[src/rtl/pulse_meter_pkg.sv]
// Shared definitions for the pulse_meter block: measurement FSM encoding and
// default sizing for the 50 MHz board clock.
package pulse_meter_pkg;

    localparam int unsigned CNT_W_DEFAULT   = 27;
    // 2.4 s of silence at 50 MHz before the input is declared lost
    localparam int unsigned TIMEOUT_DEFAULT = 120_000_000;
    localparam int unsigned TICK_CNT_W      = 8;

    typedef enum logic [1:0] {
        ST_IDLE = 2'd0,
        ST_HIGH = 2'd1,
        ST_LOW  = 2'd2
    } meas_state_e;

endpackage

[src/rtl/pulse_meter_sync_edge_detect.sv]
// Two-flop synchronizer with a history flop; reports the synchronized level
// and single-cycle rise/fall qualifiers. Reusable for buttons and other pins.
module pulse_meter_sync_edge_detect (
    input  logic clk,
    input  logic rst_n,
    input  logic async_in,
    output logic level_c,
    output logic rise_c,
    output logic fall_c
);

    logic s1;
    logic s2;
    logic s3;

    // s1/s2 resolve metastability, s3 holds the previous synchronized level
    always_ff @(posedge clk or negedge rst_n) begin
        if (!rst_n) begin
            s1 <= 1'b0;
            s2 <= 1'b0;
            s3 <= 1'b0;
        end else begin
            s1 <= async_in;
            s2 <= s1;
            s3 <= s2;
        end
    end

    assign level_c = s2;
    assign rise_c  = s2 & ~s3;
    assign fall_c  = ~s2 & s3;

endmodule

[src/rtl/pulse_meter.sv]
// Measures a slow asynchronous square wave: per-edge tick, edge count,
// high time and period in clk cycles, and a sticky loss-of-signal flag.
module pulse_meter
    import pulse_meter_pkg::*;
#(
    parameter int unsigned CNT_W   = CNT_W_DEFAULT,
    parameter int unsigned TIMEOUT = TIMEOUT_DEFAULT
) (
    input  logic                  clk,
    input  logic                  rst_n,
    input  logic                  pulse_in,
    output logic                  tick,
    output logic [TICK_CNT_W-1:0] tick_count,
    output logic [CNT_W-1:0]      high_cnt,
    output logic [CNT_W-1:0]      period_cnt,
    output logic                  meas_valid,
    output logic                  lost
);

    localparam logic [CNT_W-1:0] TIMEOUT_C = CNT_W'(TIMEOUT);

    logic unused_level_c;
    logic rise_c;
    logic fall_c;

    meas_state_e           state;
    meas_state_e           state_nxt;
    logic [CNT_W-1:0]      run_cnt;
    logic [CNT_W-1:0]      run_cnt_nxt;
    logic [CNT_W-1:0]      hi_cap;
    logic [CNT_W-1:0]      hi_cap_nxt;
    logic                  tick_nxt;
    logic [TICK_CNT_W-1:0] tick_count_nxt;
    logic [CNT_W-1:0]      high_cnt_nxt;
    logic [CNT_W-1:0]      period_cnt_nxt;
    logic                  meas_valid_nxt;
    logic                  lost_nxt;

    pulse_meter_sync_edge_detect u_sync (
        .clk      (clk),
        .rst_n    (rst_n),
        .async_in (pulse_in),
        .level_c  (unused_level_c),
        .rise_c   (rise_c),
        .fall_c   (fall_c)
    );

    always_ff @(posedge clk or negedge rst_n) begin
        if (!rst_n) begin
            state      <= ST_IDLE;
            run_cnt    <= '0;
            hi_cap     <= '0;
            tick       <= 1'b0;
            tick_count <= '0;
            high_cnt   <= '0;
            period_cnt <= '0;
            meas_valid <= 1'b0;
            lost       <= 1'b0;
        end else begin
            state      <= state_nxt;
            run_cnt    <= run_cnt_nxt;
            hi_cap     <= hi_cap_nxt;
            tick       <= tick_nxt;
            tick_count <= tick_count_nxt;
            high_cnt   <= high_cnt_nxt;
            period_cnt <= period_cnt_nxt;
            meas_valid <= meas_valid_nxt;
            lost       <= lost_nxt;
        end
    end

    always_comb begin
        state_nxt      = state;
        run_cnt_nxt    = run_cnt;
        hi_cap_nxt     = hi_cap;
        tick_nxt       = rise_c;
        tick_count_nxt = tick_count;
        high_cnt_nxt   = high_cnt;
        period_cnt_nxt = period_cnt;
        meas_valid_nxt = 1'b0;
        lost_nxt       = lost;

        // run_cnt counts cycles since the last rise and parks at TIMEOUT
        if (rise_c) begin
            run_cnt_nxt    = CNT_W'(1);
            tick_count_nxt = tick_count + TICK_CNT_W'(1);
        end else if (run_cnt != TIMEOUT_C) begin
            run_cnt_nxt = run_cnt + CNT_W'(1);
        end

        // A rise always wins over a coincident timeout
        if (rise_c) begin
            lost_nxt  = 1'b0;
            state_nxt = ST_HIGH;
            if (state == ST_LOW) begin
                period_cnt_nxt = run_cnt;
                high_cnt_nxt   = hi_cap;
                meas_valid_nxt = 1'b1;
            end
        end else if (run_cnt == TIMEOUT_C) begin
            lost_nxt  = 1'b1;
            state_nxt = ST_IDLE;
        end else begin
            case (state)
                ST_HIGH: begin
                    if (fall_c) begin
                        state_nxt  = ST_LOW;
                        hi_cap_nxt = run_cnt;
                    end
                end
                ST_IDLE: state_nxt = ST_IDLE;
                ST_LOW:  state_nxt = ST_LOW;
                default: state_nxt = ST_IDLE;
            endcase
        end
    end

endmodule

[config.mk]
export PLATFORM = sky130hd
export DESIGN_NAME = pulse_meter
export DESIGN_NICKNAME = d
export VERILOG_FILES = /design/src/rtl/pulse_meter_pkg.sv /design/src/rtl/pulse_meter_sync_edge_detect.sv /design/src/rtl/pulse_meter.sv
export SDC_FILE = /design/constraint.sdc
export NUM_CORES = 1
export LEC_CHECK = 0
export CORE_MARGIN = 5
export CORE_UTILIZATION = 55
export CTS_CLUSTER_DIAMETER = 50
export DETAILED_ROUTE_END_ITERATION = 16
export HOLD_SLACK_MARGIN = 0.06
export PLACE_DENSITY = 0.89
export SYNTH_ARGS = -nofsm -noshare
export SYNTH_HDL_FRONTEND = slang
export SYNTH_SLANG_ARGS = --single-unit
[constraint.sdc]
create_clock -name clk -period 2.35 [get_ports clk]
set_clock_uncertainty 0.15 [all_clocks]
set_input_delay 0.47 -clock clk [delete_from_list [all_inputs] [get_ports clk]]
set_output_delay 0.47 -clock clk [all_outputs]
set_load 0.01 [all_outputs]
==> flow_metrics.tcl, run 1 <==
set metrics [dict create \
    synth_area_per_cell_um2 13.22 \
    antenna_found_initial 0 \
    nNetsFinal 497 \
    ys_seq_elements 124 \
    rr_worst_depth 6 \
    drc 0 \
    synth_area_leaders "dfrtp_1 59%, mux2_2 17%, xor2_1 2.0%, ha_1 1.7%, a21oi_1 1.4%" \
    fin_crit_sh_pct 95.07 \
    synth_top_family_by_area "multiplexers" \
    multi_input_area_um2 1948 \
    die_w_um 107.6 \
    clkLatencyLatePin_ns 0.51 \
    io_pins 68 \
    routed_wl_um 11530 \
    status "finished, final reports clean" \
    synth_ff_type "dfrtp_1" \
    netlist_instances 396 \
    die-area_um2 11570 \
    arrival_ns 2.50 \
    first_global_vias 3839 \
    worstPathRequired_ns 2.62 \
    cts_root_buf "clkbuf_8" \
    end_kind "register" \
    track_usage_pct 21.45 \
    grt_overflow_total 0 \
    cp-start-kind "register" \
    cts.sinks 124 \
    cap_violations 0 \
    synth_top_area_share_pct 59.26 \
    min_path_type "register to register" \
    place_congestion 0.9061 \
    htree_levels 4 \
    synth_top_area_cell "dfrtp_1" \
    critPathKind "register to register" \
    worst_slew_pin_slew_ns 0.4091 \
    num_vias 3524 \
    detail-route-antenna-nets 0 \
    synth.distinct_cells 39 \
    async_flop_share_pct 100.0 \
    io_buffers 67 \
    synthMuxAreaShare_pct 17.56 \
    firstDrtPassIters 5 \
    power_density_nw_per_um2 891.8 \
    syn_area_um2 5236 \
    ys_seq_area_share_pct 59.26 \
    syn2layout_area_growth_pct 29.96 \
    final-hold-violation-count 0 \
    synth-edff-count 0 \
    clock.fmax_ghz 0.4476 \
    cts_tree "yes" \
    yosys.area_share.adder_pct 1.673 \
    relSlewSlack_pct 72.66 \
    yosys_warnings 0 \
    fill_cells 619 \
    p_leak_nw 3.188 \
    drt-initial-drc-count 221 \
    start_util_pct 56.67 \
    seqCellArea_um2 3103 \
    dpl.hpwl_um 7499 \
    yosys.area_share.simple_pct 10.61 \
    drv_slew 0 \
    antenna_cells 0 \
    cts_buffers 17 \
    period_needed_ns 2.234 \
    vdd_ir_drop_max_v 0.0005747 \
    coreArea_um2 9240 \
    synth_compound_area_share_pct 4.468 \
    vias_per_cell 5.603 \
    grt_pass1_wl_um 19480 \
    finalSetupTns_ns 0 \
    wire_per_inst_um 18.33 \
    rsz0062_at_grt "false" \
    grt_max_degree 63 \
    rows 35 \
    die_h_um 107.6 \
    synth-xor-area-share_pct 2.843 \
    dp_slack_ns 0.1128 \
    worstHoldPathCells 0 \
    setup_ws_ns 0.1158 \
    setup_viol 0 \
    rrSetupSlack_ns 0.12 \
    synth_nets 406 \
    drive_above_1_share_pct 28.80 \
    clk_pin_slew_worst_paths_ns 0.06 \
    critPathMaxFanout 7 \
    final_common_cell "dfrtp_1" \
    final_cell_mix "124 x dfrtp_1, 79 x mux2_2, 66 x clkdlybuf4s50_1" \
    clock_path_buffers 2 \
]
cells in the mapped netlist, types with 2 or more instances:
cell / n
mux2_2: 79
clkbuf_8: 3
o31ai_1: 8
inv_1: 8
dfrtp_1: 124
xnor2_1: 5
nor4_1: 7
xor2_1: 12
nand3_1: 11
mux2i_1: 3
and4_1: 5
nor3b_1: 2
buf_2: 2
or4_1: 8
o21ai_0: 9
and2_1: 2
a21oi_1: 15
nand4_1: 10
or3_1: 6
ha_1: 7
buf_1: 3
nor2_1: 17
nor4b_1: 2
and4_2: 2
buf_4: 3
nand2b_1: 2
buf_6: 3
clkbuf_1: 9
nand2_1: 19
cell families (layout without fill, tap and decap cells):
group	Yosys count	after routing
compound gates	37	37
xor+xnor	17	17
fa+ha+maj	7	7
buf+inv	32	136
flops	124	124
mux	82	82
simple gates	97	97
layout make-up:
class                   count  area share, %
flip-flops and latches    124          45.60
multi-input cells         240          28.63
repair buffers             96          13.97
clock buffers              23          7.005
well taps                 129          2.372
clock inverters             9          1.986
inverters                   8         0.4413
sequential cells by signal, indices dropped and copies added, names as in the netlist, 2 cells and up:
register and count:
hi_cap 27, high_cnt 27, period_cnt 27, run_cnt 27
state 2, tick_count 8
what timing repair did:
item,4_1_cts,5_1_grt
hold endpoints to repair,26,0
gates resized for setup,0,1
setup buffers,0,2
hold buffers,1,0
setup endpoints to repair,0,3
path summary, 6_finish.rpt:
kind                                        start                        to
setup / recovery           run_cnt[0]$_DFFE_PN0P_   run_cnt[20]$_DFFE_PN0P_
hold / removal                u_sync.s1$_DFF_PN0_  u_sync.level_c$_DFF_PN0_
setup reg to reg           run_cnt[0]$_DFFE_PN0P_   run_cnt[20]$_DFFE_PN0P_
hold reg to reg               u_sync.s1$_DFF_PN0_  u_sync.level_c$_DFF_PN0_
max in group asynchronous                   rst_n      state[0]$_DFFE_PN0P_
min in group asynchronous                   rst_n  high_cnt[15]$_DFFE_PN0P_
routing by layer:
layer | up-vias | routed length, um | part of all wire, % | GRT usage, %
met2 | 114 | 5959 | 52 | 36.59
met4 | 0 | 160 | 1.4 | 7.574
met1 | 1787 | 4836 | 42 | 26.68
li1 | 1603 | - | - | -
met3 | 20 | 575 | 5.0 | 5.099
met5 | - | 0 | 0 | 0
stage by stage:
step | util, % | power [mW] | instances | hold WS, ns | instance area (um^2)
4_1_cts | 73.49 | 6.103 | 627 | 0.2082 | 6790
5_1_grt | 73.65 | 6.306 | 629 | 0.2266 | 6805
3_3_place_gp | 66.76 | 3.389 | 594 | 0.1860 | 6168
2_1_floorplan | - | 2.994 | 396 | 0.02441 | 5236
3_5_place_dp | 66.76 | 3.435 | 594 | 0.1855 | 6168
6_report | 73.65 | 6.069 | 629 | 0.2027 | 6805
critical path, cell delays in order (launching register included):
cell and delay [ns]:
dfrtp_1 0.43, ha_1 0.27, and4_2 0.29, nand4_1 0.24
buf_4 0.24, or3_1 0.34, a21oi_1 0.19
report_power, final:
group	internal (mW)	total, mW	switching (mW)	leakage, nW
Sequential	2.34	2.51	0.172	1.69
Clock	1.73	2.66	0.930	0.290
Combinational	0.485	0.896	0.411	1.21
No activity file was read; power rests on OpenSTA's default activity.
==> inputs of run 2 (changes only) <==
Settings changed: REMOVE_ABC_BUFFERS from default to 1.
==> run 2 against run 1 <==
Net effect: combinational power decreased by 11%; power shrank 1.1%; sequential share of layout area up 0.43 points; core utilization shrank 0.69 points; clock-buffer cell count unchanged; critical path depth shrank 1.
==> flow_metrics.tcl, run 2 (same netlist as run 1, synthesis figures left out) <==
set metrics [dict create \
    status "finished, final reports clean" \
    fill_cells 596 \
    critPathKind "register to register" \
    htree_levels 4 \
    coreArea_um2 9240 \
    first_global_vias 3785 \
    multi_input_area_um2 1948 \
    seqPwrFrac_pct 42.3 \
    drt-initial-drc-count 162 \
    fin_crit_sh_pct 93.88 \
    final_cell_mix "124 x dfrtp_1, 79 x mux2_2, 66 x clkdlybuf4s50_1" \
    antenna_found_initial 0 \
    clock.fmax_ghz 0.4533 \
    firstDrtPassIters 5 \
    arrival_ns 2.44 \
    vias_per_cell 5.626 \
    grt_max_degree 52 \
    grt_overflow_total 0 \
    rows 35 \
    cp-start-kind "register" \
    critPathMaxFanout 21 \
    dpl.hpwl_um 7158 \
    holdWs_ns 0.2038 \
    p_int_mw 4.545 \
    io_buffers 67 \
    syn2layout_area_growth_pct 28.75 \
    die-area_um2 11570 \
    rsz0062_at_grt "false" \
    end_kind "register" \
    place_congestion 0.8476 \
    clk_pin_slew_worst_paths_ns 0.05 \
    vdd_ir_drop_max_v 0.0008886 \
    dpl_cell_area_um2 6111 \
    power_density_nw_per_um2 890.4 \
    cts_tree "yes" \
    combinationalPowerShare_pct 13.3 \
    p_switching_mw 1.457 \
    final_common_cell "dfrtp_1" \
    routed_wl_um 10960 \
    num_vias 3494 \
    final-hold-violation-count 0 \
    setup_viol 0 \
    wire_per_inst_um 17.66 \
    detail-route-antenna-nets 0 \
    cts.sinks 124 \
    drv_slew 0 \
    io_pins 68 \
    max_stage_delay_ns 0.44 \
    cts_buffers 17 \
    rrSetupSlack_ns 0.14 \
    die_w_um 107.6 \
    worstPathRequired_ns 2.59 \
    die_h_um 107.6 \
    cts_hold_repair.buffers 1 \
    cts_root_buf "clkbuf_8" \
    start_util_pct 56.67 \
    stdcell_area_um2 6741 \
    worst_slew_pin_slew_ns 0.4342 \
    relSlewSlack_pct 70.79 \
    path_delay_family "simple AND/OR/NAND/NOR gates" \
    switching_share_pct 24.28 \
    seqCellArea_um2 3103 \
    p_leak_nw 3.145 \
    grt_pass1_wl_um 18390 \
    clkLatencyLatePin_ns 0.51 \
    antenna_cells 0 \
    slowest_stage "nor4_1" \
    nNetsFinal 489 \
    pwr-share-clk_pct 44.4 \
    power_mw 6.002 \
    cap_violations 0 \
    post-cts-setup-buffers 0 \
    worstPathBufferInverterCount 1 \
    drive_above_1_share_pct 27.85 \
    track_usage_pct 20.40 \
    clock_path_buffers 2 \
    drc 0 \
    path_cells "nor4_1 -> nand4_1 -> o31ai_4 -> buf_12 -> mux2_2" \
    period_needed_ns 2.206 \
    min_path_type "register to register" \
    cts_resized 0 \
    fin_util_pct 72.96 \
]
## run 2: cell count changes in the layout (fill, tap and decap cells not counted)
cell,delta
clkbuf_8,+1
clkbuf_1,-1
o311ai_1,-1
clkinv_4,-1
clkinvlp_4,+1
buf_12,-1
o311ai_0,+1
buf_4,-7
## run 2: cell type report
type | count | share of cell area, %
Tap cell | 129 | 2.394
Sequential cell | 124 | 46.03
Clock buffer | 23 | 7.220
Multi-Input combinational cell | 240 | 28.90
Timing Repair Buffer | 88 | 13.03
Clock inverter | 9 | 1.986
Inverter | 8 | 0.4454
## run 2: per-stage QoR
stage / setup slack [ns] / cells / TNS [ns]
floorplan: -0.9335 / 372 / -51.52
global placement: 0.1748 / 588 / 0
detailed placement: 0.1578 / 588 / 0
CTS: 0.1236 / 621 / 0
global route: 0.01877 / 621 / 0
finish: 0.1439 / 621 / 0
## run 2: worst paths after layout
kind / startpoint / to / depth (start not counted)
worst max-delay path: run_cnt[20]$_DFFE_PN0P_ / hi_cap[15]$_DFFE_PN0P_ / 5
worst min-delay path: u_sync.s1$_DFF_PN0_ / u_sync.level_c$_DFF_PN0_ / 0
worst max register to register: run_cnt[20]$_DFFE_PN0P_ / hi_cap[15]$_DFFE_PN0P_ / 5
worst min register to register: u_sync.s1$_DFF_PN0_ / u_sync.level_c$_DFF_PN0_ / 0
max in group asynchronous: rst_n / state[1]$_DFFE_PN0P_ / 3
min in group asynchronous: rst_n / high_cnt[22]$_DFFE_PN0P_ / 2
## run 2: power groups by stage
stage	clock (mW)	combinational [mW]	sequential [mW]
global route	2.81	0.883	2.58
CTS	2.70	0.816	2.54
detailed placement	0	0.804	2.57
global placement	0	0.783	2.55
finish	2.66	0.801	2.54
floorplan	0	0.352	2.58
## run 2: per-layer routing
layer / vias to the layer above / share of wire [%] / track usage [%]
met5: - / 0 / 0
met4: 0 / 2.4 / 7.665
met3: 30 / 5.4 / 6.659
met2: 115 / 52 / 34.68
met1: 1760 / 41 / 24.06
li1: 1589 / - / -
